===== src/rtl/store_unit.sv =====
// Formats 64-bit store requests onto a 32-bit big-endian data-memory write port.
// Optional write-beat watchdog enabled by defining STORE_UNIT_TIMEOUT_EN.
//
// state | meaning
// IDLE  | ready for a request
// BEAT0 | first (or only) write beat on the memory port
// BEAT1 | second word of a doubleword store
// RESP  | one-cycle done pulse, err qualifies it
module store_unit #(
  parameter int ADDR_W         = 64,
  parameter int TIMEOUT_CYCLES = 16
) (
  input  logic              clk,
  input  logic              rst,
  input  logic              req_valid,
  output logic              req_ready,
  input  logic [5:0]        opcode,
  input  logic [ADDR_W-1:0] addr,
  input  logic [63:0]       store_data,
  output logic              mem_valid,
  input  logic              mem_ready,
  output logic [ADDR_W-1:0] mem_addr,
  output logic [31:0]       mem_wdata,
  output logic [3:0]        mem_be,
  output logic              done,
  output logic              err
);

  typedef enum logic [1:0] {IDLE, BEAT0, BEAT1, RESP} state_t;

  localparam logic [5:0] OP_STB = 6'd38;
  localparam logic [5:0] OP_STH = 6'd44;
  localparam logic [5:0] OP_STW = 6'd36;
  localparam logic [5:0] OP_STD = 6'd62;

  if (TIMEOUT_CYCLES < 1) begin : g_bad_timeout
    $error("TIMEOUT_CYCLES must be at least 1");
  end

  state_t            state, state_nxt;
  logic [5:0]        op_q;
  logic [ADDR_W-1:0] addr_q;
  logic [63:0]       data_q;
  logic              err_q;
  logic              accept;
  logic              req_illegal;
  logic              timeout_hit;

  assign accept = req_valid && (state == IDLE);

  always_comb begin
    req_illegal = 1'b0;
    case (opcode)
      OP_STB:  req_illegal = 1'b0;
      OP_STH:  req_illegal = addr[0];
      OP_STW:  req_illegal = |addr[1:0];
      OP_STD:  req_illegal = |addr[2:0];
      default: req_illegal = 1'b1;
    endcase
  end

`ifdef STORE_UNIT_TIMEOUT_EN
  localparam int CW = $clog2(TIMEOUT_CYCLES + 1);
  logic [CW-1:0] stall_cnt;

  // Any cycle without a stalled beat (idle, handshake, resp) clears the count,
  // which covers entry into both beat states.
  always_ff @(posedge clk) begin
    if (rst) begin
      stall_cnt <= '0;
    end else if (mem_valid && !mem_ready) begin
      stall_cnt <= stall_cnt + 1'b1;
    end else begin
      stall_cnt <= '0;
    end
  end

  assign timeout_hit = mem_valid && !mem_ready && (stall_cnt == CW'(TIMEOUT_CYCLES - 1));
`else
  assign timeout_hit = 1'b0;
`endif

  always_ff @(posedge clk) begin
    if (rst) begin
      state  <= IDLE;
      op_q   <= '0;
      addr_q <= '0;
      data_q <= '0;
      err_q  <= 1'b0;
    end else begin
      state <= state_nxt;
      if (accept) begin
        op_q   <= opcode;
        addr_q <= addr;
        data_q <= store_data;
        err_q  <= req_illegal;
      end else if (timeout_hit) begin
        err_q <= 1'b1;
      end
    end
  end

  always_comb begin
    state_nxt = state;
    case (state)
      IDLE: begin
        if (accept) state_nxt = req_illegal ? RESP : BEAT0;
      end
      BEAT0: begin
        if (timeout_hit)    state_nxt = RESP;
        else if (mem_ready) state_nxt = (op_q == OP_STD) ? BEAT1 : RESP;
      end
      BEAT1: begin
        if (timeout_hit || mem_ready) state_nxt = RESP;
      end
      RESP:    state_nxt = IDLE;
      default: state_nxt = IDLE;
    endcase
  end

  always_comb begin
    req_ready = (state == IDLE);
    mem_valid = 1'b0;
    mem_addr  = '0;
    mem_wdata = '0;
    mem_be    = '0;
    done      = (state == RESP);
    err       = (state == RESP) && err_q;
    case (state)
      BEAT0: begin
        mem_valid = 1'b1;
        mem_addr  = {addr_q[ADDR_W-1:2], 2'b00};
        case (op_q)
          OP_STB: begin
            mem_wdata = {data_q[7:0], 24'h0} >> {addr_q[1:0], 3'b000};
            mem_be    = 4'b1000 >> addr_q[1:0];
          end
          OP_STH: begin
            mem_wdata = {data_q[15:0], 16'h0} >> {addr_q[1:0], 3'b000};
            mem_be    = 4'b1100 >> addr_q[1:0];
          end
          OP_STD: begin
            mem_wdata = data_q[63:32];
            mem_be    = 4'b1111;
          end
          default: begin
            mem_wdata = data_q[31:0];
            mem_be    = 4'b1111;
          end
        endcase
      end
      BEAT1: begin
        mem_valid = 1'b1;
        // Next word wraps modulo 2^ADDR_W by construction.
        mem_addr  = {addr_q[ADDR_W-1:2] + (ADDR_W-2)'(1), 2'b00};
        mem_wdata = data_q[31:0];
        mem_be    = 4'b1111;
      end
      default: ;
    endcase
  end

endmodule


===== config.mk =====
export PLATFORM = sky130hd
export DESIGN_NAME = store_unit
export DESIGN_NICKNAME = d
export VERILOG_FILES = /design/src/rtl/store_unit.sv
export SDC_FILE = /design/constraint.sdc
export NUM_CORES = 1
export LEC_CHECK = 0
export CAP_MARGIN = 20
export CORE_ASPECT_RATIO = 0.75
export CORE_MARGIN = 2
export CORE_UTILIZATION = 42
export CTS_CLUSTER_DIAMETER = 40
export DETAILED_ROUTE_END_ITERATION = 12
export DONT_BUFFER_PORTS = 1
export PLACE_DENSITY = 0.65
export SYNTH_ARGS = -nofsm -noshare
export SYNTH_HDL_FRONTEND = slang
export SYNTH_SLANG_ARGS = --single-unit

===== constraint.sdc =====
create_clock -name clk -period 3.9 [get_ports clk]
set_input_delay 0.78 -clock clk [delete_from_list [all_inputs] [get_ports clk]]
set_output_delay 0.78 -clock clk [all_outputs]
set_load 0.05 [all_outputs]

# == Yosys cells after proc, flatten, opt, wreduce, memory -nomap -nowiden ==
# Cells that the tools add are included.
# classes
addsub,1
eq_ne,13
n_shift,4
mux,13
reduce_logical,7
# op_table
op,n
$pmux 64 s2,1
$pmux 32 s3,1
$pmux 32 s2,1
$shr 32x5->32,2
$add 62x1->62 const B,1
$eq 6x6->1 const B,7
$pmux 4 s2,2
$mux 2,4
$pmux 2 s4,1
$shr 4x2->4 const A,2
$eq 2x2->1 const B,2
$ne 2x2->1 const B,2
$pmux 1 s4,1
$reduce_or 2->1,2
$reduce_and 3->1,1
$reduce_or 3->1,1
$eq 2x1->1 const B,1
$logic_and 1x1->1,2
$logic_not 2->1,1
$mux 1,2
$ne 2x1->1 const B,1
# word_totals
ff_bits,137
in_bits,138
out_inout_bits,104
wordCells,43

# == Depth between registers and ports, before layout ==
# logic_depth
word_depth,5
mapped_depth,9
mapped_depth_nobuf,7

# == Least setup slack after synthesis ==
# Ideal clock, no wire load.
# synth_timing
path_kind,reg2out
from,register state[0]
to,output mem_addr[26]
t_arrival_ns,3.447
required_ns,3.120
path_slack_ns,-0.327
stages_incl_launch_ff,8
path_buffers,3
cell_sequence,dfxtp_1 inv_1 ha_1 clkbuf_1 nand2_1 clkbuf_1 clkbuf_1 o41ai_1
# synth_between
elab_chain_cells,2
elab_cells_between_ends,3
classes_between,eq/ne: 2; mux: 1
# synth_lines
item,line_no,source
from (decl),40,"state_t state, state_nxt;"
from (signal assigned),91,state <= state_nxt;
$eq 2x2->1 or $eq 2x1->1 (tied branches),129,case (state)
$pmux 64 s2 *,129,
to (decl),22,"output logic [ADDR_W-1:0] mem_addr,"
# Mark *: on every way between the ends. The rest lies on a longest branch, timed or not.

# == Worst setup path after layout ==
# layout_timing
from,register addr_q[6]
to,output mem_addr[50]
# layout_between
elab_chain_cells,2
# layout_lines
item,line_no,source
from (decl),42,logic [ADDR_W-1:0] addr_q;
from (signal assigned),94,addr_q <= addr;
$add 62x1->62,155,"mem_addr = {addr_q[ADDR_W-1:2] + (ADDR_W-2)'(1), 2'b00};"
$pmux 64 s2,129,
# Every way passes these cells.

==> parameters.txt <==
Parameter                              Value

Outcome
  Run status ... completed

Clocking
  Clk buf depth ... 2
  TritonCTS Buffers ... 17
  Clk slew on worst S/H paths ... 0.07 ns
  TritonCTS clock tree ... done
  Clock latency on the worst-skew pair ... 0.43 ns
  TritonCTS Sinks ... 137
  Clock Root Buffer ... sky130_fd_sc_hd__clkbuf_16
  Number of hold buffers added after CTS ... 0
  H-tree level count ... 4

Worst setup path
  Largest stage delay on the critical path ... 0.56 ns
  Data required time at the worst endpoint ... 3.12 ns
  Data arrival time at the worst-slack endpoint ... 3.07 ns
  Startpoint type of the worst setup path ... flop
  Worst Setup End Kind ... output port
  Reg2Reg Setup Slack ... 1.34 ns
  Chain of cells forming the critical path ... nand4_1 > nor4_4 > nand4_4 > or4b_4 > buf_4 > or4_1 > nand3_2 > buf_12
  Kind of critical path ... reg -> out
  Largest fanout of any net on the critical path ... 6
  Critical path startpoint ... addr_q[6]
  Critical R2R Launch ... state[0]
  Slowest CP cell ... sky130_fd_sc_hd__or4b_4

STA
  Hold Vio Cnt, Final ... 0
  Fmax ... 260 MHz
  Final TNS setup ... 0 ns
  Final worst-path cycle share ... 98.6%
  Count of final setup violators ... 0
  Transition at the pin with the smallest max-transition slack ... 0.831 ns
  Post-route minimum period ... 3.85 ns
  Number of max-slew violations in the final report ... 0
  Worst setup skew after layout ... 0.00991 ns
  Relative slew margins ... 44.6%
  Post-Route Hold Slack ... 0.420 ns
  Final worst setup slack ... 0.0548 ns

Yosys
  Count of warnings emitted by yosys ... 0
  Post-synth EDFFs ... 0
  Post-Syn Area ... 8220 µm²
  Post-synthesis cell count ... 1,222
  Average instance area after synthesis ... 6.73 µm²
  Most used flip-flop cell after synthesis ... sky130_fd_sc_hd__dfxtp_1
  Library cells used by synthesis ... 60
  Sequential area share after synthesis ... 33.4%
  Seq cells post-synth ... 137
  Async SR Flop Fraction ... 0%

Floorplanning
  Die area ... 20,700 µm²
  Die boundary height ... 125 µm
  Number of cell rows ... 44
  Boundary pin count ... 242
  Die Width ... 166 µm
  Starting density of the core ... 42.7%
  Area of the core ... 19,300 µm²

Route
  Routed len/inst ... 19.7 µm
  Drc violations ... 0
  Number of vias after detailed routing ... 9,286
  Final wirelength ... 30,200 µm
  Count of TritonRoute iterations in the first routing pass ... 10
  Ratio of routed vias to standard cells ... 6.07
  Iteration-0 DRC count of the detailed router ... 1,131
  Remaining antenna violation count after routing ... 0

Placed design
  Final GP Congestion ... 0.889
  Post-Place Worst Slack ... 0.167 ns
  Detail Placement HPWL ... 21,100 µm
  Placed insts ... 1,488
  # port buffers ... 0

Finish
  Final layout net count ... 1,408
  Area growth, synth to finish ... 26.7%
  Most frequent cells in the layout ... 356 x sky130_fd_sc_hd__nand2_1, 184 x sky130_fd_sc_hd__a21oi_1, 123 x sky130_fd_sc_hd__dfxtp_1
  Layout cells sized above 1 ... 16.1%
  Most common cell after layout, fill and taps aside ... sky130_fd_sc_hd__nand2_1
  Cell Count, Final, Fillers Out ... 1,531
  Ant diodes ... 0

Global routing
  Pin count of the biggest net entering global routing ... 138
  Total grt overflow ... 0
  Global-route wire length before repair ... 46,400 µm
  Number of global-route vias before repair ... 8,450
  Global-route total usage across every layer ... 28.6%
  Initial antenna violation count ... 0

Pwr
  LEAKAGE ... 3.77 nW
  PD cells ... 604 nW/µm²
  Design Power ... 6.29 mW
  Maximum resistive drop on vdd ... 0.279 mV

Min path
  Startpoint of the lowest-slack hold path ... rst
  Hold crit path type ... in -> reg

Job
  # Max-Cap Violations ... 0
-- per-layer routing --
metal,vias up,GRT usage (%),part of all wire (%),wire length [µm]
li1,4392,-,-,-
met1,4329,41.9,45,13500
met2,515,40.1,41,12500
met3,50,8.96,12,3590
met4,0,7.81,1.9,561
met5,-,0,0,0
-- repair_timing --
item                                    in CTS  in global routing
pin swaps                                   10                  2
resized for setup                           11                 24
buffers inserted                            10                  1
endpoints found under the setup margin      12                 16
gates cloned                                 0                  0
-- area by class of cell --
class	instances	area (µm²)
clock inverters	15	213
clock buffers	17	425
inverters	16	60.1
fillers	1932	8850
well taps	253	317
repair buffers	122	1480
flip-flops and latches	137	2770
multi-input cells	971	5160
-- synthesized netlist by cell type, types with 4 or more instances --
master                     number  share of area (%)
sky130_fd_sc_hd__nand2_1      359                 16
sky130_fd_sc_hd__a21oi_1      184                 11
sky130_fd_sc_hd__dfxtp_1      137                 33
sky130_fd_sc_hd__clkbuf_1      88                4.0
sky130_fd_sc_hd__o21ai_0       74                4.5
sky130_fd_sc_hd__nor2_1        50                2.3
sky130_fd_sc_hd__nand3_1       39                2.4
sky130_fd_sc_hd__a31oi_1       26                2.0
sky130_fd_sc_hd__or3_1         20                1.5
sky130_fd_sc_hd__nand4_1       19                1.4
sky130_fd_sc_hd__inv_1         16               0.73
sky130_fd_sc_hd__and2_1        14                1.1
sky130_fd_sc_hd__a22oi_1       12                1.1
sky130_fd_sc_hd__and3_1        12               0.91
sky130_fd_sc_hd__a22o_1        11                1.2
sky130_fd_sc_hd__o211ai_1      11                1.0
sky130_fd_sc_hd__nor3_1        10               0.61
sky130_fd_sc_hd__or4_1         10               0.91
sky130_fd_sc_hd__a221o_1        9                1.1
sky130_fd_sc_hd__a32oi_1        8               0.85
sky130_fd_sc_hd__and4_1         7               0.75
sky130_fd_sc_hd__nor2b_1        7               0.53
sky130_fd_sc_hd__nor4_1         7               0.53
sky130_fd_sc_hd__a21boi_0       6               0.55
sky130_fd_sc_hd__buf_2          6               0.37
sky130_fd_sc_hd__ha_1           5               0.76
sky130_fd_sc_hd__nand2b_1       5               0.38
sky130_fd_sc_hd__xor2_1         5               0.53
sky130_fd_sc_hd__a221oi_1       4               0.43
sky130_fd_sc_hd__a222oi_1       4               0.49
sky130_fd_sc_hd__or2_2          4               0.30
-- metrics by stage --
step | area [µm²] | util [%]
2_1_floorplan | 8240 | -
3_3_place_gp | 9580 | 49.7
3_5_place_dp | 9580 | 49.7
4_1_cts | 10300 | 53.7
5_1_grt | 10400 | 54.1
6_report | 10400 | 54.1
-- sequential cells by signal, indices dropped and copies added (netlist names) --
register and count:
err_q 1, op_q 6, data_q 64, state 2, addr_q 64
-- final timing paths --
kind,to,cells past startpoint
hold reg to reg,data_q[44],2
setup / recovery,mem_addr[50],8
hold / removal,addr_q[43],1
setup reg to reg,addr_q[18],6
-- power breakdown --
part | switching, mW | leakage [nW] | internal [mW]
Combinational | 1.71 | 2.34 | 0.757
Clock | 0.703 | 0.307 | 1.09
Sequential | 0.354 | 1.13 | 1.68
-- critical path: cells and delay by family (launching register included) --
family | cells | cell delay, ns
and+or+nand+nor | 6 | 1.84
DFF | 1 | 0.47
buffers and inverters | 2 | 0.31
-- logic make-up after synthesis --
logic type,after synthesis,synth area share (%)
muxes,1,0.122
and+or+nand+nor,580,32.4
xor gates and xnor gates,8,0.852
DFF,137,33.4
buffers and inverters,115,5.48
adders and majority gates,5,0.761
AOI/OAI and AO/OA,375,27.0
other,1,0.0456
Power figures use the tool's default switching activity.
